--- src/rtl/fnd_pkg.sv ---
// Glyph constants and the 4-bit -> 7-segment decode shared by the FND scan driver.
// Define FND_HEX_FONT_EN to render codes A-F as hex glyphs; otherwise they blank the digit.
package fnd_pkg;

    // Segment order {dp,g,f,e,d,c,b,a}, active-low.
    localparam logic [7:0] FND_0     = 8'hc0;
    localparam logic [7:0] FND_1     = 8'hf9;
    localparam logic [7:0] FND_2     = 8'ha4;
    localparam logic [7:0] FND_3     = 8'hb0;
    localparam logic [7:0] FND_4     = 8'h99;
    localparam logic [7:0] FND_5     = 8'h92;
    localparam logic [7:0] FND_6     = 8'h82;
    localparam logic [7:0] FND_7     = 8'hf8;
    localparam logic [7:0] FND_8     = 8'h80;
    localparam logic [7:0] FND_9     = 8'h98;
    localparam logic [7:0] FND_A     = 8'h88;
    localparam logic [7:0] FND_B     = 8'h83;
    localparam logic [7:0] FND_C     = 8'hc6;
    localparam logic [7:0] FND_D     = 8'ha1;
    localparam logic [7:0] FND_E     = 8'h86;
    localparam logic [7:0] FND_F     = 8'h8e;
    localparam logic [7:0] FND_BLANK = 8'hff;

    function automatic logic [7:0] fnd_decode(input logic [3:0] code);
        logic [7:0] glyph;
        glyph = FND_BLANK;
        case (code)
            4'h0: glyph = FND_0;
            4'h1: glyph = FND_1;
            4'h2: glyph = FND_2;
            4'h3: glyph = FND_3;
            4'h4: glyph = FND_4;
            4'h5: glyph = FND_5;
            4'h6: glyph = FND_6;
            4'h7: glyph = FND_7;
            4'h8: glyph = FND_8;
            4'h9: glyph = FND_9;
`ifdef FND_HEX_FONT_EN
            4'ha: glyph = FND_A;
            4'hb: glyph = FND_B;
            4'hc: glyph = FND_C;
            4'hd: glyph = FND_D;
            4'he: glyph = FND_E;
            4'hf: glyph = FND_F;
`endif
            default: glyph = FND_BLANK;
        endcase
        return glyph;
    endfunction

endpackage

--- src/rtl/fnd_font_rom.sv ---
// Combinational glyph lookup for one digit code (hex glyphs when FND_HEX_FONT_EN is defined).
module fnd_font_rom
    import fnd_pkg::*;
(
    input  logic [3:0] i_code,
    output logic [7:0] o_glyph
);

    assign o_glyph = fnd_decode(i_code);

endmodule

--- src/rtl/fnd_scan_controller.sv ---
// Time-multiplexed 7-segment scan driver with frame-level double buffering.
// Optional FND_HEX_FONT_EN selects hex glyphs for codes A-F (blank otherwise).
module fnd_scan_controller
    import fnd_pkg::*;
#(
    parameter int DIGITS  = 4,
    parameter int CLK_HZ  = 100_000_000,
    parameter int SCAN_HZ = 1_000
) (
    input  logic                  i_clk,
    input  logic                  i_reset_n,
    input  logic                  i_en,
    input  logic [4*DIGITS-1:0]   i_value,
    input  logic [DIGITS-1:0]     i_dp,
    output logic [7:0]            o_font,
    output logic [DIGITS-1:0]     o_digit
);

    localparam int DIV   = CLK_HZ / SCAN_HZ;
    localparam int PW    = (DIV > 1) ? $clog2(DIV) : 1;
    localparam int IDX_W = (DIGITS > 1) ? $clog2(DIGITS) : 1;

    if (DIV < 2) begin : g_bad_div
        $error("fnd_scan_controller: CLK_HZ/SCAN_HZ must be at least 2");
    end

    logic [PW-1:0]          r_presc;
    logic [IDX_W-1:0]       r_idx;
    logic [4*DIGITS-1:0]    r_shadow_val;
    logic [DIGITS-1:0]      r_shadow_dp;
    logic                   r_en_d;
    logic [7:0]             r_font;
    logic [DIGITS-1:0]      r_digit;

    logic                   w_run;
    logic                   w_start;
    logic                   w_tick;
    logic                   w_last;
    logic                   w_load;
    logic [3:0]             w_codes [DIGITS];
    logic [3:0]             w_sel_code;
    logic                   w_sel_dp;
    logic [7:0]             w_glyph;
    logic [DIGITS-1:0]      w_digit_sel;

    // The enable-edge cycle only loads the shadow; counting starts on the next one,
    // so the first digit gets a full dwell like every other.
    assign w_start = i_en & ~r_en_d;
    assign w_run   = i_en & r_en_d;
    assign w_tick  = w_run && (r_presc == PW'(DIV - 1));
    assign w_last  = (r_idx == IDX_W'(DIGITS - 1));
    assign w_load  = w_start | (w_tick & w_last);

    for (genvar gi = 0; gi < DIGITS; gi++) begin : g_digit
        assign w_codes[gi]     = r_shadow_val[4*gi +: 4];
        assign w_digit_sel[gi] = (r_idx != IDX_W'(gi));
    end

    assign w_sel_code = w_codes[r_idx];
    assign w_sel_dp   = r_shadow_dp[r_idx];

    fnd_font_rom u_font_rom (
        .i_code  (w_sel_code),
        .o_glyph (w_glyph)
    );

    always_ff @(posedge i_clk or negedge i_reset_n) begin
        if (!i_reset_n) begin
            r_presc      <= '0;
            r_idx        <= '0;
            r_shadow_val <= '0;
            r_shadow_dp  <= '0;
            r_en_d       <= 1'b0;
            r_font       <= FND_BLANK;
            r_digit      <= '1;
        end else begin
            r_en_d <= i_en;

            if (!w_run || w_tick) begin
                r_presc <= '0;
            end else begin
                r_presc <= r_presc + 1'b1;
            end

            if (!w_run) begin
                r_idx <= '0;
            end else if (w_tick) begin
                r_idx <= w_last ? '0 : r_idx + 1'b1;
            end

            if (w_load) begin
                r_shadow_val <= i_value;
                r_shadow_dp  <= i_dp;
            end

            if (w_run) begin
                r_digit <= w_digit_sel;
                r_font  <= {w_glyph[7] & ~w_sel_dp, w_glyph[6:0]};
            end else begin
                r_digit <= '1;
                r_font  <= FND_BLANK;
            end
        end
    end

    assign o_font  = r_font;
    assign o_digit = r_digit;

endmodule
--- config.mk ---
export PLATFORM = sky130hd
export DESIGN_NAME = fnd_scan_controller
export DESIGN_NICKNAME = d
export VERILOG_FILES = /design/src/rtl/fnd_pkg.sv /design/src/rtl/fnd_font_rom.sv /design/src/rtl/fnd_scan_controller.sv
export SDC_FILE = /design/constraint.sdc
export NUM_CORES = 1
export LEC_CHECK = 0
export CAP_MARGIN = 30
export CORE_MARGIN = 2
export CORE_UTILIZATION = 51
export CTS_BUF_LIST = sky130_fd_sc_hd__clkbuf_8
export DETAILED_ROUTE_END_ITERATION = 8
export PLACE_DENSITY = 0.8
export SETUP_SLACK_MARGIN = 0.1
export SLEW_MARGIN = 20
export SYNTH_ARGS = -nofsm -noshare
export SYNTH_HDL_FRONTEND = slang
export SYNTH_SLANG_ARGS = --single-unit
--- constraint.sdc ---
create_clock -name i_clk -period 3.45 [get_ports i_clk]
set_input_delay 0.69 -clock i_clk [delete_from_list [all_inputs] [get_ports i_clk]]
set_output_delay 0.69 -clock i_clk [all_outputs]
set_load 0.01 [all_outputs]
# --- Word level (Yosys, flattened, before mapping) ---
# Memories as Yosys holds them, arrays and structs flattened.
# Index checks and enable logic that the tools add are counted.
classes:
  n_addsub: 2
  magnitude_cmp: 2
  eq_ne: 6
  muxes: 11
  n_bitwise: 8
  reduce_logical: 4
ops:
  columns: ["op", "count"]
  rows:
  - ["$add 17x1->17 const B", 1]
  - ["$eq 17x17->1 const B", 1]
  - ["$mux 17", 1]
  - ["$mux 4", 3]
  - ["$bmux 4 s2", 1]
  - ["$mux 8", 1]
  - ["$mux 2", 3]
  - ["$ne 2x1->1 const B", 2]
  - ["$ne 2x2->1 const B", 2]
  - ["$and 1x1->1", 3]
  - ["$ge 3x3->1 const B", 1]
  - ["$lt 2x3->1 const B", 1]
  - ["$not 2->3", 1]
  - ["$add 2x1->2 const B", 1]
  - ["$bmux 1 s2", 1]
  - ["$eq 2x2->1 const B", 1]
  - ["$not 1->1", 2]
  - ["$reduce_bool 2->1", 1]
  - ["$and 1x1->1 const A", 1]
  - ["$logic_and 1x1->1", 1]
  - ["$logic_not 1->1", 1]
  - ["$logic_or 1x1->1", 1]
  - ["$mux 1", 1]
  - ["$or 1x1->1", 1]
totals:
  regBits: 52
  mem_bits_ro: 112
  input_bits: 23
  elab_cells: 41
  memories: 1
mem_list:
  columns: ["name", "depth", "word_bits", "rd", "rd_clocked_by_memory_dff", "write_ports", "line", "rtl"]
  rows:
  - ["(name not given)", 16, 7, 1, 0, 0, "fnd_pkg.sv:27", "case (code)"]

# --- Logic depth before layout (Yosys ltp) ---
# Gate-level depths: netlist of the first run.
# An unclocked memory read counts as a cell.
logic_depth:
  depth_word: 6
  ltp_mapped: 8
  mapped_depth_nobuf: 7

# --- Hierarchy ---
# From an unflattened synthesis of the first run, not the netlist that was laid out.
unflattened:
  cells_unflattened: 219
  hier_area_um2: 2547.4
by_module_without_submodules:
  columns: ["mod", "n_inst", "cells_per_inst", "area_per_inst_um2", "seq_area_each_um2"]
  rows:
  - ["fnd_scan_controller", 1, 186, 2333.5, 1316.3]
  - ["fnd_font_rom", 1, 33, 214.0, 0.0]

# --- Least setup slack after synthesis of the first run ---
# Ideal clock, no wire load.
synth_path:
  path_kind: "register to register"
  start: "register r_idx[0]"
  end: "register r_font[3], in the netlist o_font[3]"
  setup_ns: 0.081
  arrival_time_ns: 1.771
  t_required_ns: 3.369
  slack_ns: 1.599
  path_stages_with_launch: 8
  n_path_buf: 1
  synth_period_minus_slack_ns: 1.851
  cell_sequence: "dfrtp_1 > buf_2 > mux4_2 > inv_1 > ha_1 > nand2_1 > o21ai_0 > a32oi_1"
synth_via:
  elab_chain_len: 6
synth_lines:
  columns: ["element", "line", "rtl"]
  rows:
  - ["from (decl)", "fnd_scan_controller.sv:28", "logic [IDX_W-1:0] r_idx;"]
  - ["from (signal assigned)", "fnd_scan_controller.sv:88", "r_idx <= w_last ? '0 : r_idx + 1'b1;"]
  - ["$not 2->3 (not written as such)", "fnd_scan_controller.sv:59", "assign w_sel_code = w_codes[r_idx];"]
  - ["$bmux 4 s2", "fnd_scan_controller.sv:59", null]
  - ["$mux 4 (not written as such) (2 in series)", "fnd_scan_controller.sv:59", null]
  - ["$mem_v2 16x7", null, null]
  - ["$mux 8", "fnd_scan_controller.sv:96", "if (w_run) begin"]
  - ["to (signal assigned)", "fnd_scan_controller.sv:98", "r_font <= {w_glyph[7] & ~w_sel_dp, w_glyph[6:0]};"]
  - ["to (decl)", "fnd_scan_controller.sv:32", "logic [7:0] r_font;"]
# Every way passes these cells. The select of a mux whose other input is x is not followed.
# A chain may end at the register's enable or synchronous reset.

# --- Worst setup path in the final report of the first run ---
layout_path:
  start: "input i_en"
  end: "register r_shadow_val[7]"
layout_via:
  elab_chain_len: 4
layout_lines:
  columns: ["element", "line", "rtl"]
  rows:
  - ["from (decl)", "fnd_scan_controller.sv:12", "input logic i_en,"]
  - ["$and 1x1->1", "fnd_scan_controller.sv:49", "assign w_run = i_en & r_en_d;"]
  - ["$logic_and 1x1->1", "fnd_scan_controller.sv:50", "assign w_tick = w_run && (r_presc == PW'(DIV - 1));"]
  - ["$and 1x1->1", "fnd_scan_controller.sv:52", "assign w_load = w_start | (w_tick & w_last);"]
  - ["$or 1x1->1 *", "fnd_scan_controller.sv:52", null]
  - ["to (signal assigned)", "fnd_scan_controller.sv:92", "r_shadow_val <= i_value;"]
  - ["to (decl)", "fnd_scan_controller.sv:29", "logic [4*DIGITS-1:0] r_shadow_val;"]
# Every way passes the cells marked *; elsewhere a longest branch is shown, timed or not.

==> flow_metrics.tcl, run 1 <==
set metrics [dict create \
    antenna_found_initial 0 \
    clk_root_buffer_cell "clkbuf_8" \
    fin_crit_sh_pct 64.7 \
    critPathKind "in2reg" \
    syn_area_mm2 0.00246 \
    rrSetupSlack_ns 1.30 \
    max_freq_ghz 0.448 \
    clkPwrFrac_pct 32.3 \
    p_int_w 0.000969 \
    grt_max_degree 34 \
    setup_violations 0 \
    ys_seq_area_share_pct 53.5 \
    syn2layout_area_growth_pct 20.5 \
    fillCellCount 380 \
    grt_pass1_vias 1621 \
    vias 1612 \
    cp-startpoint "i_en" \
    required_ns 3.65 \
    power_density_mw_per_mm2 426 \
    p_sw_share_pct 23.2 \
    start_util_pct 52.5 \
    die_area_mm2 0.00540 \
    grt_overflow 0 \
    path_clk_slew_ns 0.09 \
    ys_warn_count 0 \
    path_cells "clkdlybuf4s50_1 -> and2_1 -> nand2_1 -> o22ai_2 -> buf_4 -> mux2_2" \
    synth_fp_nets 233 \
    wirelength_mm 4.22 \
    hold_violations 0 \
    r2r_cells 6 \
    grt.total_usage_pct 18.4 \
    fin_skew_ns 0.00890 \
    finalSetupTns_ns 0 \
    ir_drop_mv 0.372 \
    cp-start-kind "input port" \
    ant_nets 0 \
    relSlewSlack_pct 66.8 \
    place_hpwl_mm 3.16 \
    crit_slowest_cell "clkdlybuf4s50_1" \
    path_buf_inv 2 \
    cts_buffers 5 \
    io_pins 35 \
    worst-slew-pin-transition_ns 0.497 \
    leakagePower_nw 1.21 \
    reg2reg_from "r_idx[0]" \
    arrival_ns 2.43 \
    outcome "completed" \
    hold_buffers 0 \
    wire_per_inst_um 14.5 \
    crit_family "buffers and inverters" \
    grt_first_pass_wirelength_mm 7.51 \
    firstDrtPassIters 4 \
    cts-resized-gates 0 \
    preCtsSetupSlack_ns 0.912 \
    numPortBuffers 34 \
    cap_violations 0 \
    cts_buffer_depth 2 \
    rsz0062_at_grt "no" \
    synth_cell_types 43 \
    htreeDepth 2 \
    fp-row-count 25 \
    pwr-share-seq_pct 54.0 \
    yosys_register_bits 52 \
    core_mm2 0.00469 \
    worst_slack_ns 1.22 \
    die_w_um 73.5 \
    cp_max_fo 11 \
    synth.avg_cell_area_um2 12.3 \
    netlist_instances 200 \
    power.switching_w 0.000293 \
    via_per_inst 5.52 \
    die_h_um 73.5 \
    end_kind "flop" \
    routabilityCongestion 0.834 \
    worst-path-stages 6 \
    diodes 0 \
    drtIter0Drc 85 \
    drc 0 \
    clock_latency_ns 0.31 \
    drive_gt1_share_pct 20.2 \
    cts_tree "done" \
    drv_slew 0 \
    cts_setup_buffers 0 \
    comb_power_share_pct 13.7 \
    cpPeakStageDelay_ns 0.55 \
    clock_sinks 52 \
    holdCritPathClass "in2async" \
    num-nets-final 270 \
    period_minus_slack_ns 2.23 \
]
==> layer usage <==
| layer | GRT usage [%] | vias to the layer above | routed length (um) |
|---|---|---|---|
| li1 | - | 780 | - |
| met1 | 25.5 | 791 | 1920 |
| met2 | 28.8 | 34 | 2090 |
| met3 | 3.70 | 7 | 135 |
| met4 | 6.67 | 0 | 74 |
| met5 | 0 | - | 0 |
==> worst paths after layout <==
path	endpoint
max in group asynchronous	o_font[0]
hold / removal	r_presc[8]
min in group i_clk	r_presc[0]
setup reg to reg	o_font[3]
hold reg to reg	r_presc[0]
setup / recovery	r_shadow_val[7]
==> cell families (layout without fill, tap and decap cells) <==
kind of cell,Yosys count,count (layout),synth area share [%]
flops,52,52,53.5
xor+xnor,12,12,4.27
compound gates,19,19,4.98
mux,28,28,14.9
buf+inv,14,52,2.90
simple gates,65,65,14.4
fa+ha+maj,10,10,5.08
==> Yosys cell counts <==
library cell,n,area share (%)
nor4b_1,1,0.36
dfstp_2,12,13
nand3_2,1,0.41
nand4_1,3,0.76
nor4_1,3,0.76
a32oi_1,2,0.71
xor2_1,6,2.1
o21a_1,1,0.30
ha_1,10,5.1
mux2i_1,3,1.2
o21ai_1,3,0.61
o31ai_1,3,0.91
inv_1,7,1.1
nor2b_1,1,0.25
mux2_2,13,5.9
and3_1,1,0.25
or2_1,1,0.25
or3_4,1,0.46
clkbuf_1,1,0.15
nand2_4,1,0.46
buf_6,1,0.46
mux2_1,7,3.2
and4_1,1,0.36
or3_1,2,0.51
a21o_1,1,0.30
and4_2,1,0.41
nor4bb_1,2,0.81
buf_4,2,0.61
and2_1,2,0.51
or4_1,2,0.61
o21ai_0,2,0.41
a21oi_1,6,1.2
nand3_1,6,1.2
nand4_2,1,0.51
mux4_2,5,4.6
nor2_1,17,2.6
nor2_2,1,0.25
xnor2_1,6,2.1
dfrtp_1,40,41
nand2_1,16,2.4
o22ai_2,1,0.51
nor3_1,1,0.20
buf_2,3,0.61
==> per-stage QoR <==
step	std cells	hold slack, ns	total power [W]	util [%]	area, um^2
final	292	0.323	0.00126	63.2	2970
after global routing	292	0.350	0.00133	63.2	2970
after CTS	292	0.327	0.00128	63.2	2970
after detailed placement	284	0.471	0.000867	60.9	2860
after global placement	283	0.462	0.000855	60.4	2840
after floorplan	200	0.394	0.000788	-	2460
==> flip-flops by register name, indices dropped and copies added, names as in the netlist <==
name / count
r_en_d: 1
o_digit: 4
o_font: 8
r_presc: 17
r_idx: 2
r_shadow_dp: 4
r_shadow_val: 16
==> layout make-up <==
class                           instances  area, um^2  share of cell area (%)
Tap cell                               54        67.6                    2.28
Inverter                                7        26.3                   0.886
Multi-Input combinational cell        134        1070                    36.2
Clock buffer                            5        68.8                    2.32
Clock inverter                          3        42.5                    1.43
Timing Repair Buffer                   37         370                    12.5
Sequential cell                        52        1320                    44.4
==> power groups by stage <==
| stage | combinational, W | sequential (W) | clock, W |
|---|---|---|---|
| detailed placement | 0.000174 | 0.000693 | 0 |
| global placement | 0.000165 | 0.000690 | 0 |
| CTS | 0.000175 | 0.000681 | 0.000424 |
| finish | 0.000173 | 0.000681 | 0.000408 |
| floorplan | 0.0000983 | 0.000690 | 0 |
| global route | 0.000194 | 0.000687 | 0.000445 |
==> layout by cell type, fill, tap and decap left out, drive strengths merged <==
cell / netlist / final
mux2: 20 / 20
mux2i: 3 / 3
a21oi: 6 / 6
and3: 1 / 1
nand3: 7 / 7
mux4: 5 / 5
or2: 1 / 1
or4: 2 / 2
nor2: 18 / 18
dfrtp: 40 / 40
clkdlybuf4s50: 0 / 33
xnor2: 6 / 6
ha: 10 / 10
xor2: 6 / 6
o22ai: 1 / 1
nor4bb: 2 / 2
nor3: 1 / 1
o31ai: 3 / 3
nand2: 17 / 17
a21o: 1 / 1
inv: 7 / 7
nor4b: 1 / 1
nand4: 4 / 4
clkbuf: 1 / 5
dfstp: 12 / 12
o21a: 1 / 1
a32oi: 2 / 2
nor4: 3 / 3
bufinv: 0 / 1
clkinv: 0 / 2
nor2b: 1 / 1
buf: 6 / 4
and2: 2 / 2
or3: 3 / 3
o21ai: 5 / 5
and4: 2 / 2
Power figures use the tool's default switching activity.
==> run 2, diff against run 1 <==
- PLACE_DENSITY: 0.8 -> 0.83
- clock period: 3.45 -> 2 ns (I/O delays scaled with it)
==> flow_metrics.tcl, run 2 (synthesis results as in run 1) <==
set metrics [dict create \
    outcome "completed" \
    fin_util_pct 68.9 \
    core_mm2 0.00469 \
    design_area_mm2 0.00323 \
    post_dp_cell_area_mm2 0.00296 \
    via_per_inst 5.53 \
    cp-start-kind "flop" \
    leakagePower_nw 1.33 \
    r2r_cells 5 \
    die_area_mm2 0.00540 \
    die_w_um 73.5 \
    power_density_mw_per_mm2 661 \
    hold_violations 0 \
    max_freq_ghz 0.540 \
    diodes 0 \
    setup_violations 0 \
    layout_commonest_cell "dfrtp_1" \
    grt_pass1_vias 1614 \
    p_sw_share_pct 26.1 \
    path_clk_slew_ns 0.11 \
    holdCritPathClass "reg2reg" \
    whs_path_depth 1 \
    end_kind "flop" \
    worst-slew-pin-transition_ns 0.315 \
    ant_nets 0 \
    layout_common_cells "36 x dfrtp_1, 33 x clkdlybuf4s50_1, 17 x nor2_1" \
    arrival_ns 2.06 \
    drive_gt1_share_pct 29.5 \
    grt_max_degree 27 \
    layout.cells.non_filler 312 \
    p_int_w 0.00158 \
    io_pins 35 \
    worst_hold_slack_ns 0.496 \
    cts_buffers 5 \
    grt_first_pass_wirelength_mm 7.43 \
    antenna_found_initial 0 \
    rsz0062_at_grt "no" \
    clkPwrFrac_pct 29.7 \
    die_h_um 73.5 \
    largest_reg_flops 17 \
    preCtsSetupSlack_ns -0.0232 \
    start_util_pct 52.5 \
    fp-row-count 25 \
    place_hpwl_mm 3.36 \
    clock_sinks 52 \
    drtIter0Drc 98 \
    pwr-share-seq_pct 55.1 \
    wire_per_inst_um 16.0 \
    required_ns 2.21 \
    num-nets-final 290 \
    cts_tree "done" \
    drc 0 \
    top_register "r_presc" \
    firstDrtPassIters 4 \
    period_minus_slack_ns 1.85 \
    power.switching_w 0.000557 \
    worst_slack_ns 0.147 \
    comb_power_share_pct 15.2 \
    ir_drop_mv 0.452 \
    vias 1724 \
    drv_slew 0 \
    fin_crit_sh_pct 92.7 \
    relSlewSlack_pct 78.8 \
    grt.total_usage_pct 18.1 \
    rrSetupSlack_ns 0.15 \
    routabilityCongestion 0.846 \
    syn2layout_area_growth_pct 31.2 \
    cap_violations 0 \
    clk_root_buffer_cell "clkbuf_8" \
    critPathKind "reg2reg" \
    fin_skew_ns 0.0122 \
    htreeDepth 2 \
    clock_latency_ns 0.32 \
    numPortBuffers 34 \
    wirelength_mm 4.98 \
    grt_overflow 0 \
    dp_cells 296 \
    fillCellCount 345 \
    cts_buffer_depth 2 \
    cp_max_fo 5 \
]
run 2: cell count changes in the layout (fill, tap and decap cells not counted), sizes merged:
cell,delta
clkbuf,+1
inv,+2
dlygate4sd3,+1
bufinv,-1
clkinv,-1
buf,+18
run 2: cell type report:
cell class / instances / area (um^2) / share of cell area (%)
timing repair buffer: 57 / 572 / 17.7
inverter: 7 / 26.3 / 0.813
clock inverter: 3 / 26.3 / 0.813
clock buffer: 5 / 68.8 / 2.13
multi-input combinational: 134 / 1150 / 35.6
sequential: 52 / 1320 / 40.9
tap: 54 / 67.6 / 2.09
run 2: critical path, cell delays in order (launching register included):
cell and delay, ns:
dfrtp_2 0.43, nor4bb_4 0.38, nand4_4 0.16, o22ai_4 0.25
clkbuf_16 0.21, mux2_1 0.32
run 2: power by group through the flow:
stage | Sequential [W] | Combinational [W] | Clock [W]
after global placement | 0.00119 | 0.000300 | 0
after floorplan | 0.00119 | 0.000170 | 0
after CTS | 0.00118 | 0.000315 | 0.000657
final | 0.00118 | 0.000326 | 0.000634
after global routing | 0.00119 | 0.000362 | 0.000690
after detailed placement | 0.00120 | 0.000311 | 0
run 2: layer usage:
layer  vias to the layer above  global-route usage (%)  wire length, um
li1                        818                       -                -
met1                       862                    24.8             2110
met2                        37                    28.2             2650
met3                         7                    3.43              140
met4                         0                    8.08               80
met5                         -                       0                0
run 2: repair_timing:
item	in CTS	in global routing
cloned	0	2
setup buffers	0	5
gates resized for setup	3	18
hold buffers	1	0
pin swaps	0	4
endpoints found under the hold margin	10	0
endpoints found under the setup margin	11	22
run 2: final timing paths:
kind                                          to            from
worst max-delay path            r_shadow_val[13]     r_presc[14]
worst max register to register  r_shadow_val[13]     r_presc[14]
max in group asynchronous              o_font[0]       i_reset_n
worst min-delay path              r_shadow_dp[1]  r_shadow_dp[1]
min in group asynchronous             r_presc[7]       i_reset_n
worst min register to register    r_shadow_dp[1]  r_shadow_dp[1]
run 2: metrics by stage:
step / power [W] / setup TNS (ns)
2_1_floorplan: 0.00136 / 0
3_3_place_gp: 0.00149 / 0
3_5_place_dp: 0.00151 / -0.160
4_1_cts: 0.00215 / 0
5_1_grt: 0.00224 / 0
6_report: 0.00214 / 0
==> edit (flow settings as in run 2) <==
Make the reset (`i_reset_n`) synchronous in one clocked block.
--- a/src/rtl/fnd_scan_controller.sv
+++ b/src/rtl/fnd_scan_controller.sv
@@ -66,3 +66,3 @@
 
-    always_ff @(posedge i_clk or negedge i_reset_n) begin
+    always_ff @(posedge i_clk) begin
         if (!i_reset_n) begin
Behaviour: differs if i_reset_n is asserted again (counterexample within 4 cycles, from zero or initial values and one cycle with i_reset_n low); with i_reset_n held inactive, the same outputs for 10 cycles.
==> edit against run 2 <==
Die area fell by 6.2%; cell count rose by 11%; clock power fell by 5.0%; sequential cell count did not move; total power fell by 13%; worst setup slack got worse by 54 ps; clock skew fell by 8.6 ps; sequential power fell by 8%; combinational power fell by 44%; area after synthesis fell by 6.6%; wire length fell by 11%; non-clock buffer count fell by 8; design area fell by 10%.
==> edit: results <==
{
  "status": "complete, no violations",
  "drt-met1-wl_um": 2090,
  "synthArstFlopShare": 0,
  "route.met2.wl_um": 2130,
  "finClkSkew_ps": 3.56,
  "clk_pin_slew_worst_paths_ps": 90,
  "grt_usage": 0.189,
  "syn_area_per_cell_sq_um": 9.24,
  "critPathMaxFanout": 4,
  "tightestPinTransition_ps": 435,
  "placed_area_sq_um": 2790,
  "routed_via_density": 5.31,
  "post_drt_wl_per_cell_um": 12.8,
  "clock_path_buffers": 2,
  "yosys_warnings": 0,
  "antenna_found_initial": 0,
  "pg_clk_uw": 602,
  "p_leak_uw": 0.00112,
  "final_cell_count_no_fill": 347,
  "rr_endpoint": "r_idx[0]",
  "min_delay_worst_endpoint": "r_presc[0]",
  "synth_seq_area_share": 0.452,
  "dpl.hpwl_um": 3210,
  "r2r_setup_slack_ps": 90,
  "routed-wl-met3_um": 159,
  "pwr_density_cell_nw_per_um2": 642,
  "synthFlopType": "dfxtp_1",
  "p_int_uw": 1440,
  "nets": 327,
  "comb_power_share": 0.098,
  "synth_cell_types": 31,
  "finalWorstPathRequiredPeriod_ps": 1910,
  "use_met1": 0.246,
  "synth.area.top_cells": "dfxtp_1 45%, mux2i_1 9.6%, nand2_1 9.5%",
  "gp_congestion": 0.802,
  "met2_usage": 0.307,
  "dp.cells": 338,
  "synth_common_cells": "58 x nand2_1, 52 x dfxtp_1, 22 x mux2i_1, 20 x nor2_1, 10 x ha_1",
  "grtUsageMet3": 0.0513,
  "syn_nets": 282,
  "grt_pass1_vias": 1746,
  "drive_gt1_frac": 0.125,
  "holdCritStartpoint": "r_presc[0]",
  "r2r_cells": 4,
  "holdPathStages": 1,
  "critPathArrivalTime_ps": 2150,
  "peakVddDrop_v": 0.000342,
  "grt_max_degree": 41,
  "synth.top_cell.area_share": 0.452,
  "preCtsSetupSlack_ps": 82.4,
  "drt_iter0_drc": 94,
  "regToRegStartpoint": "r_presc[14]",
  "cts_buffers": 5,
  "hold_slack_ps": 421,
  "routed.top_layer": "met4",
  "grt_pass1_wl_um": 7650
}
[edit: timing repair]
item / CTS / global route
resized for setup: 2 / 6
setup endpoints to repair: 23 / 27
buffers inserted: 0 / 1
pin swaps: 0 / 1
[edit: area by class of cell]
class,count,area (sq um)
Sequential cell,52,1050
Timing Repair Buffer,49,465
Inverter,7,26.3
Clock inverter,2,7.51
Fill cell,361,1450
Tap cell,52,65.1
Clock buffer,6,82.6
Multi-Input combinational cell,179,1210
[edit: cell families after synthesis]
| logic type | after synthesis | share of synthesized area |
|---|---|---|
| and+or+nand+nor | 109 | 0.215 |
| DFF | 52 | 0.452 |
| muxes | 27 | 0.145 |
| AOI/OAI and AO/OA | 20 | 0.0533 |
| buffers and inverters | 18 | 0.0310 |
| xor gates and xnor gates | 13 | 0.0495 |
| adders and majority gates | 10 | 0.0544 |
[edit: worst max-delay path, cell delays in order, from the launching register on]
cell and delay (ps):
dfxtp_2 340, or4b_4 520, or4_4 450, or4_1 400
a21oi_1 130
